## src/rtl/puf_nist_test_ctrl_if.sv

```systemverilog
// Challenge/response and result-memory bundle of the PUF NIST test controller.
// master is the controller's view; slave is the PUF/NIST/memory environment.
interface puf_nist_test_ctrl_if #(
  parameter int N_CB   = 64,
  parameter int N_TEST = 8,
  parameter int CNT_W  = 8,
  parameter int ADDR_W = 13
);
  logic              start;
  logic              mode;
  logic [N_CB-1:0]   C;
  logic              response;
  logic [N_TEST-1:0] test_result;
  logic [N_CB-1:0]   challenge;
  logic              test_data;
  logic              test_en;
  logic              mem_we;
  logic [ADDR_W-1:0] mem_waddr;
  logic [CNT_W-1:0]  mem_din;
  logic              busy;
  logic              done;

  modport master (
    input  start, mode, C, response, test_result,
    output challenge, test_data, test_en, mem_we, mem_waddr, mem_din, busy, done
  );

  modport slave (
    output start, mode, C, response, test_result,
    input  challenge, test_data, test_en, mem_we, mem_waddr, mem_din, busy, done
  );
endinterface

```

## src/rtl/puf_nist_test_ctrl.sv

```systemverilog
// PUF randomness-qualification controller: streams response bits to NIST, tallies passes per round, writes tallies.
// All outputs registered; no backpressure, test_en marks each bit the NIST block must consume that cycle.
module puf_nist_test_ctrl #(
  parameter int N_CB       = 64,
  parameter int N_TEST     = 8,
  parameter int CNT_W      = 8,
  parameter int ROUND_BITS = 20000,
  parameter int N_ROUNDS   = 255,
  parameter int ADDR_W     = 13,
  parameter int BASE_ADDR  = 0
) (
  input  logic                clk_1,
  input  logic                rst,
  puf_nist_test_ctrl_if.master bus
);
  localparam int BIT_W = (ROUND_BITS > 1) ? $clog2(ROUND_BITS) : 1;
  localparam int RND_W = (N_ROUNDS > 1) ? $clog2(N_ROUNDS) : 1;
  localparam int IDX_W = (N_TEST > 1) ? $clog2(N_TEST) : 1;

  typedef enum logic [2:0] {S_IDLE, S_COLLECT, S_TALLY, S_STORE, S_DONE} state_t;
  state_t state, state_nxt;

  logic             mode_q, pair_q, hold;
  logic [BIT_W-1:0] bit_cnt;
  logic [RND_W-1:0] round_cnt;
  logic [IDX_W-1:0] idx;
  logic [CNT_W-1:0] tally [N_TEST];

  logic start_ok, issue, last_bit, last_round, last_idx;
  logic en_nxt, we_nxt, busy_nxt, done_nxt;

  assign start_ok   = bus.start && (state == S_IDLE || state == S_DONE);
  // In pair mode only the second cycle of each pair produces a test bit.
  assign issue      = (state == S_COLLECT) && (!mode_q || pair_q);
  assign last_bit   = issue && (bit_cnt == BIT_W'(ROUND_BITS - 1));
  assign last_round = (round_cnt == RND_W'(N_ROUNDS - 1));
  assign last_idx   = (idx == IDX_W'(N_TEST - 1));

  always_ff @(posedge clk_1) begin
    if (rst) state <= S_IDLE;
    else     state <= state_nxt;
  end

  always_comb begin
    state_nxt = state;
    case (state)
      S_IDLE, S_DONE: if (bus.start) state_nxt = S_COLLECT;
      S_COLLECT:      if (last_bit) state_nxt = S_TALLY;
      S_TALLY:        state_nxt = last_round ? S_STORE : S_COLLECT;
      S_STORE:        if (last_idx) state_nxt = S_DONE;
      default:        state_nxt = S_IDLE;
    endcase
  end

  always_comb begin
    en_nxt   = issue;
    we_nxt   = (state == S_STORE);
    busy_nxt = (state_nxt == S_COLLECT) || (state_nxt == S_TALLY) || (state_nxt == S_STORE);
    done_nxt = (state_nxt == S_DONE);
  end

  always_ff @(posedge clk_1) begin
    if (rst) begin
      bus.challenge <= '0;
      bus.test_data <= 1'b0;
      bus.test_en   <= 1'b0;
      bus.mem_we    <= 1'b0;
      bus.mem_waddr <= ADDR_W'(BASE_ADDR);
      bus.mem_din   <= '0;
      bus.busy      <= 1'b0;
      bus.done      <= 1'b0;
      mode_q        <= 1'b0;
      pair_q        <= 1'b0;
      hold          <= 1'b0;
      bit_cnt       <= '0;
      round_cnt     <= '0;
      idx           <= '0;
      for (int i = 0; i < N_TEST; i++) tally[i] <= '0;
    end else begin
      bus.challenge <= bus.C;
      bus.test_en   <= en_nxt;
      bus.mem_we    <= we_nxt;
      bus.busy      <= busy_nxt;
      bus.done      <= done_nxt;

      if (start_ok) begin
        mode_q    <= bus.mode;
        pair_q    <= 1'b0;
        bit_cnt   <= '0;
        round_cnt <= '0;
        for (int i = 0; i < N_TEST; i++) tally[i] <= '0;
      end

      if (state == S_COLLECT) begin
        if (mode_q && !pair_q) begin
          hold   <= bus.response;
          pair_q <= 1'b1;
        end else begin
          bus.test_data <= mode_q ? (hold ^ bus.response) : bus.response;
          pair_q        <= 1'b0;
          bit_cnt       <= last_bit ? '0 : bit_cnt + BIT_W'(1);
        end
      end

      if (state == S_TALLY) begin
        // Tallies stick at all-ones so a long run cannot wrap a passing test to zero.
        for (int i = 0; i < N_TEST; i++)
          if (tally[i] != '1) tally[i] <= tally[i] + CNT_W'(bus.test_result[i]);
        round_cnt <= round_cnt + RND_W'(1);
        if (last_round) idx <= '0;
        else            pair_q <= 1'b0;
      end

      if (state == S_STORE) begin
        bus.mem_waddr <= ADDR_W'(BASE_ADDR) + ADDR_W'(idx);
        bus.mem_din   <= tally[idx];
        idx           <= idx + IDX_W'(1);
      end
    end
  end
endmodule

```

## src/flat_wrapper.sv

```systemverilog
// flat-port wrapper written by rule: the top's interface ports become plain ports
module puf_nist_test_ctrl_flat 
#(
  parameter int N_CB       = 64,
  parameter int N_TEST     = 8,
  parameter int CNT_W      = 8,
  parameter int ROUND_BITS = 20000,
  parameter int N_ROUNDS   = 255,
  parameter int ADDR_W     = 13,
  parameter int BASE_ADDR  = 0
)
  (clk_1, rst, bus_start, bus_mode, bus_C, bus_response, bus_test_result, bus_challenge, bus_test_data, bus_test_en, bus_mem_we, bus_mem_waddr, bus_mem_din, bus_busy, bus_done);
  puf_nist_test_ctrl_if #(.N_CB(N_CB), .N_TEST(N_TEST), .CNT_W(CNT_W), .ADDR_W(ADDR_W)) bus_i ();
  input  logic clk_1;
  input  logic rst;
  input wire logic [$bits(bus_i.start)-1:0] bus_start;
  input wire logic [$bits(bus_i.mode)-1:0] bus_mode;
  input wire logic [$bits(bus_i.C)-1:0] bus_C;
  input wire logic [$bits(bus_i.response)-1:0] bus_response;
  input wire logic [$bits(bus_i.test_result)-1:0] bus_test_result;
  output wire logic [$bits(bus_i.challenge)-1:0] bus_challenge;
  output wire logic [$bits(bus_i.test_data)-1:0] bus_test_data;
  output wire logic [$bits(bus_i.test_en)-1:0] bus_test_en;
  output wire logic [$bits(bus_i.mem_we)-1:0] bus_mem_we;
  output wire logic [$bits(bus_i.mem_waddr)-1:0] bus_mem_waddr;
  output wire logic [$bits(bus_i.mem_din)-1:0] bus_mem_din;
  output wire logic [$bits(bus_i.busy)-1:0] bus_busy;
  output wire logic [$bits(bus_i.done)-1:0] bus_done;
  assign bus_i.start = bus_start;
  assign bus_i.mode = bus_mode;
  assign bus_i.C = bus_C;
  assign bus_i.response = bus_response;
  assign bus_i.test_result = bus_test_result;
  assign bus_challenge = bus_i.challenge;
  assign bus_test_data = bus_i.test_data;
  assign bus_test_en = bus_i.test_en;
  assign bus_mem_we = bus_i.mem_we;
  assign bus_mem_waddr = bus_i.mem_waddr;
  assign bus_mem_din = bus_i.mem_din;
  assign bus_busy = bus_i.busy;
  assign bus_done = bus_i.done;
  puf_nist_test_ctrl #(.N_CB(N_CB), .N_TEST(N_TEST), .CNT_W(CNT_W), .ROUND_BITS(ROUND_BITS), .N_ROUNDS(N_ROUNDS), .ADDR_W(ADDR_W), .BASE_ADDR(BASE_ADDR)) u_core (.clk_1(clk_1), .rst(rst), .bus(bus_i));
endmodule
```

## config.mk

```make
export PLATFORM = sky130hd
export DESIGN_NAME = puf_nist_test_ctrl_flat
export DESIGN_NICKNAME = d
export VERILOG_FILES = /design/src/rtl/puf_nist_test_ctrl_if.sv /design/src/rtl/puf_nist_test_ctrl.sv /design/src/flat_wrapper.sv
export SDC_FILE = /design/constraint.sdc
export NUM_CORES = 1
export LEC_CHECK = 0
export CORE_MARGIN = 4
export CORE_UTILIZATION = 35
export DETAILED_ROUTE_END_ITERATION = 8
export SYNTH_ARGS = -nofsm -noshare
export SYNTH_HDL_FRONTEND = slang
export SYNTH_SLANG_ARGS = --single-unit
```

## constraint.sdc

```tcl
create_clock -name clk_1 -period 2.32 [get_ports clk_1]
set_input_delay 0.348 -clock clk_1 [delete_from_list [all_inputs] [get_ports clk_1]]
set_output_delay 0.348 -clock clk_1 [all_outputs]
set_load 0.1 [all_outputs]
```

==> impl_metrics.json <==
{
  "avgRoutedWirePerCell_um": 15.3,
  "synth.avg_cell_area_um2": 10.4,
  "drive_above_1_share": 0.171,
  "cts-root-buf": "clkbuf_16",
  "path_clk_slew_ps": 80,
  "relSlewSlack": 0.463,
  "crit_path_end_kind": "flip-flop",
  "yosysWarnings": 0,
  "path_max_fanout": 18,
  "finalClockSkew_ps": 15.2,
  "antenna_left": 0,
  "period_minus_slack_ps": 2130,
  "power.density_nw_per_um2": 743,
  "cts.sinks": 176,
  "drt_wl_total_um": 18200,
  "antenna_found_initial": 0,
  "start_util": 0.359,
  "seq_area_frac_synth": 0.535,
  "drc_errors": 0,
  "fp.dieArea_um2": 24200,
  "layout_commonest_cell": "dfxtp_1",
  "ir_drop_mv": 0.565,
  "fill_cells": 2010,
  "die_w_um": 156,
  "dieHeight_um": 156,
  "cts_buffer_depth": 2,
  "worst_pin_slew_ps": 805,
  "worstSetupPathType": "flip-flop to flip-flop",
  "dp_cells": 1157,
  "cp.required_ps": 2640,
  "pre_cts_ws_ps": -146,
  "finalSetupViolations": 0,
  "grt_pass1_wl_um": 29100,
  "ys_types": 51,
  "tns_ps": 0,
  "p_switching_mw": 2.31,
  "cts_tree": "yes",
  "fmax_mhz": 470,
  "synth.area.top_cells": "dfxtp_1, edfxtp_1, nor2b_1, mux4_2, nor2_1",
  "start_kind": "flip-flop",
  "cts_buffers": 17,
  "htreeDepth": 4,
  "yosysTopAreaCell": "dfxtp_1",
  "dr.first_iter.drc_count": 362,
  "pin_count": 167,
  "timing.hold.ws_ps": 181,
  "rows": 53,
  "status": "finished, final reports clean",
  "diodes": 0,
  "first_pass_iters": 6,
  "dp_hpwl_um": 13600,
  "seq_area_um2": 4080,
  "netlist_instances": 733,
  "track_usage": 0.149,
  "multiInputGateArea_um2": 3340,
  "clkLatencyLatePin_ps": 430,
  "cts_hold_buf": 0,
  "hold_viol_final": 0,
  "io_buffers": 156,
  "vias": 5828,
  "grt_overflow": 0,
  "drv_slew": 0,
  "layout.cells.non_filler": 1189,
  "synth-edff-count": 56,
  "async_flop_share": 0,
  "internal-power_mw": 5.10,
  "gp_congestion": 0.816,
  "synthFlopType": "dfxtp_1",
  "grt_max_degree": 81,
  "hold_class": "primary input to flip-flop",
  "sequentialPowerShare": 0.458,
  "p_leak_nw": 3.80,
  "combinationalPowerShare": 0.139,
  "netlist.area_leader.share": 0.315,
  "ys_seq_elements": 176,
  "layout_common_cells": "dfxtp_1, buf_4, nor2_1",
  "avgViaCountPerCell": 4.90,
  "finish.net_count": 999,
  "p_clk_frac": 0.403,
  "core_um2": 21200,
  "grt_pass1_vias": 5475,
  "setup_ws_ps": 193,
  "swShare": 0.312,
  "syn_to_final_growth_pct": 30.8,
  "worstPathArrival_ps": 2450,
  "post-route-period-util": 0.917,
  "rsz0062_at_grt": "no",
  "cap_violations": 0,
  "syn_area_um2": 7630
}
## layer usage
metal	track usage	share of wire	wire, um
met5	0	0	0
met4	0.0413	0.013	240
met1	0.197	0.44	8050
met3	0.0297	0.050	910
met2	0.249	0.50	9030
## timing repair
item | in CTS | in global routing
setup endpoints to repair | 0 | 17
buffers inserted | 0 | 0
resized for setup | 0 | 2
## layout make-up
cell class | count | share of cell area
Sequential cell | 176 | 0.409
Multi-Input combinational cell | 514 | 0.335
Timing Repair Buffer | 175 | 0.150
Clock buffer | 17 | 0.0426
Tap cell | 275 | 0.0345
Clock inverter | 15 | 0.0217
Inverter | 17 | 0.00639
## worst paths after layout
kind                                       from                            end  slack [ps]  cells past startpoint
setup / recovery   u_core.bit_cnt[0]$_SDFF_PP0_  u_core.bit_cnt[13]$_SDFF_PP0_         190                      6
hold / removal                              rst   u_core.bit_cnt[0]$_SDFF_PP0_         180                      2
setup reg to reg   u_core.bit_cnt[0]$_SDFF_PP0_  u_core.bit_cnt[13]$_SDFF_PP0_         190                      6
hold reg to reg   u_core.bit_cnt[11]$_SDFF_PP0_  u_core.bit_cnt[11]$_SDFF_PP0_         470                      1
## cell families (layout without fill, tap and decap cells)
group	count (synthesis)	after routing	synth area share
compound gates	81	81	0.0635
flops	176	176	0.535
xor+xnor	45	45	0.0517
mux	28	28	0.0630
buf+inv	52	224	0.0320
other cells	1	10	0.000492
fa+ha+maj	21	21	0.0344
simple gates	329	329	0.220
## through the flow
step / cell area, um2 / util / total power [mW]
floorplan: 7660 / - / 4.19
CTS: 9970 / 0.470 / 7.50
global route: 9980 / 0.470 / 7.70
detailed placement: 9330 / 0.440 / 4.50
finish: 9980 / 0.470 / 7.42
global placement: 9330 / 0.440 / 4.50
## sequential cells by signal, summed over array words and instances, names as in the netlist
name	flops
u_core.bit_cnt	15
u_core.bus.challenge	64
u_core.idx	3
u_core.bus.test_en	1
u_core.pair_q	1
u_core.bus.test_data	1
u_core.round_cnt	8
u_core.bus.busy	1
u_core.bus.mem_we	1
u_core.bus.mem_waddr	3
u_core.bus.done	1
u_core.state	3
u_core.mode_q	1
u_core.hold	1
u_core.bus.mem_din	8
u_core.tally	64
## critical path, cell delays in order, from the launching register on
cell and delay (ps):
dfxtp_1 420, ha_1 270, nand4_1 260, nor4_4 490, nor3_4 180, a21o_1 190, a22o_1 220
## synth_stat cells (3+ instances only)
master	count
xnor2_1	14
nor2b_1	67
dfxtp_1	120
ha_1	21
o21ai_0	14
and3_1	16
or3_1	9
nand2_1	49
mux4_2	16
o21ai_1	5
nand2b_1	6
o21a_1	3
nor3_1	4
inv_1	17
nor2_1	96
buf_2	6
nand3_1	47
edfxtp_1	56
mux2i_1	12
xor2_1	31
buf_1	3
a31oi_1	6
nand4_1	18
a211oi_1	10
buf_4	11
a21oi_1	31
clkbuf_1	15
## power by group through the flow
stage	Sequential, mW	Combinational [mW]	Clock [mW]
5_1_grt	3.42	1.08	3.20
3_5_place_dp	3.47	1.03	0
2_1_floorplan	3.89	0.293	0
4_1_cts	3.40	1.03	3.07
3_3_place_gp	3.47	1.03	0
6_report	3.40	1.03	2.99
Power figures use the tool's default switching activity.
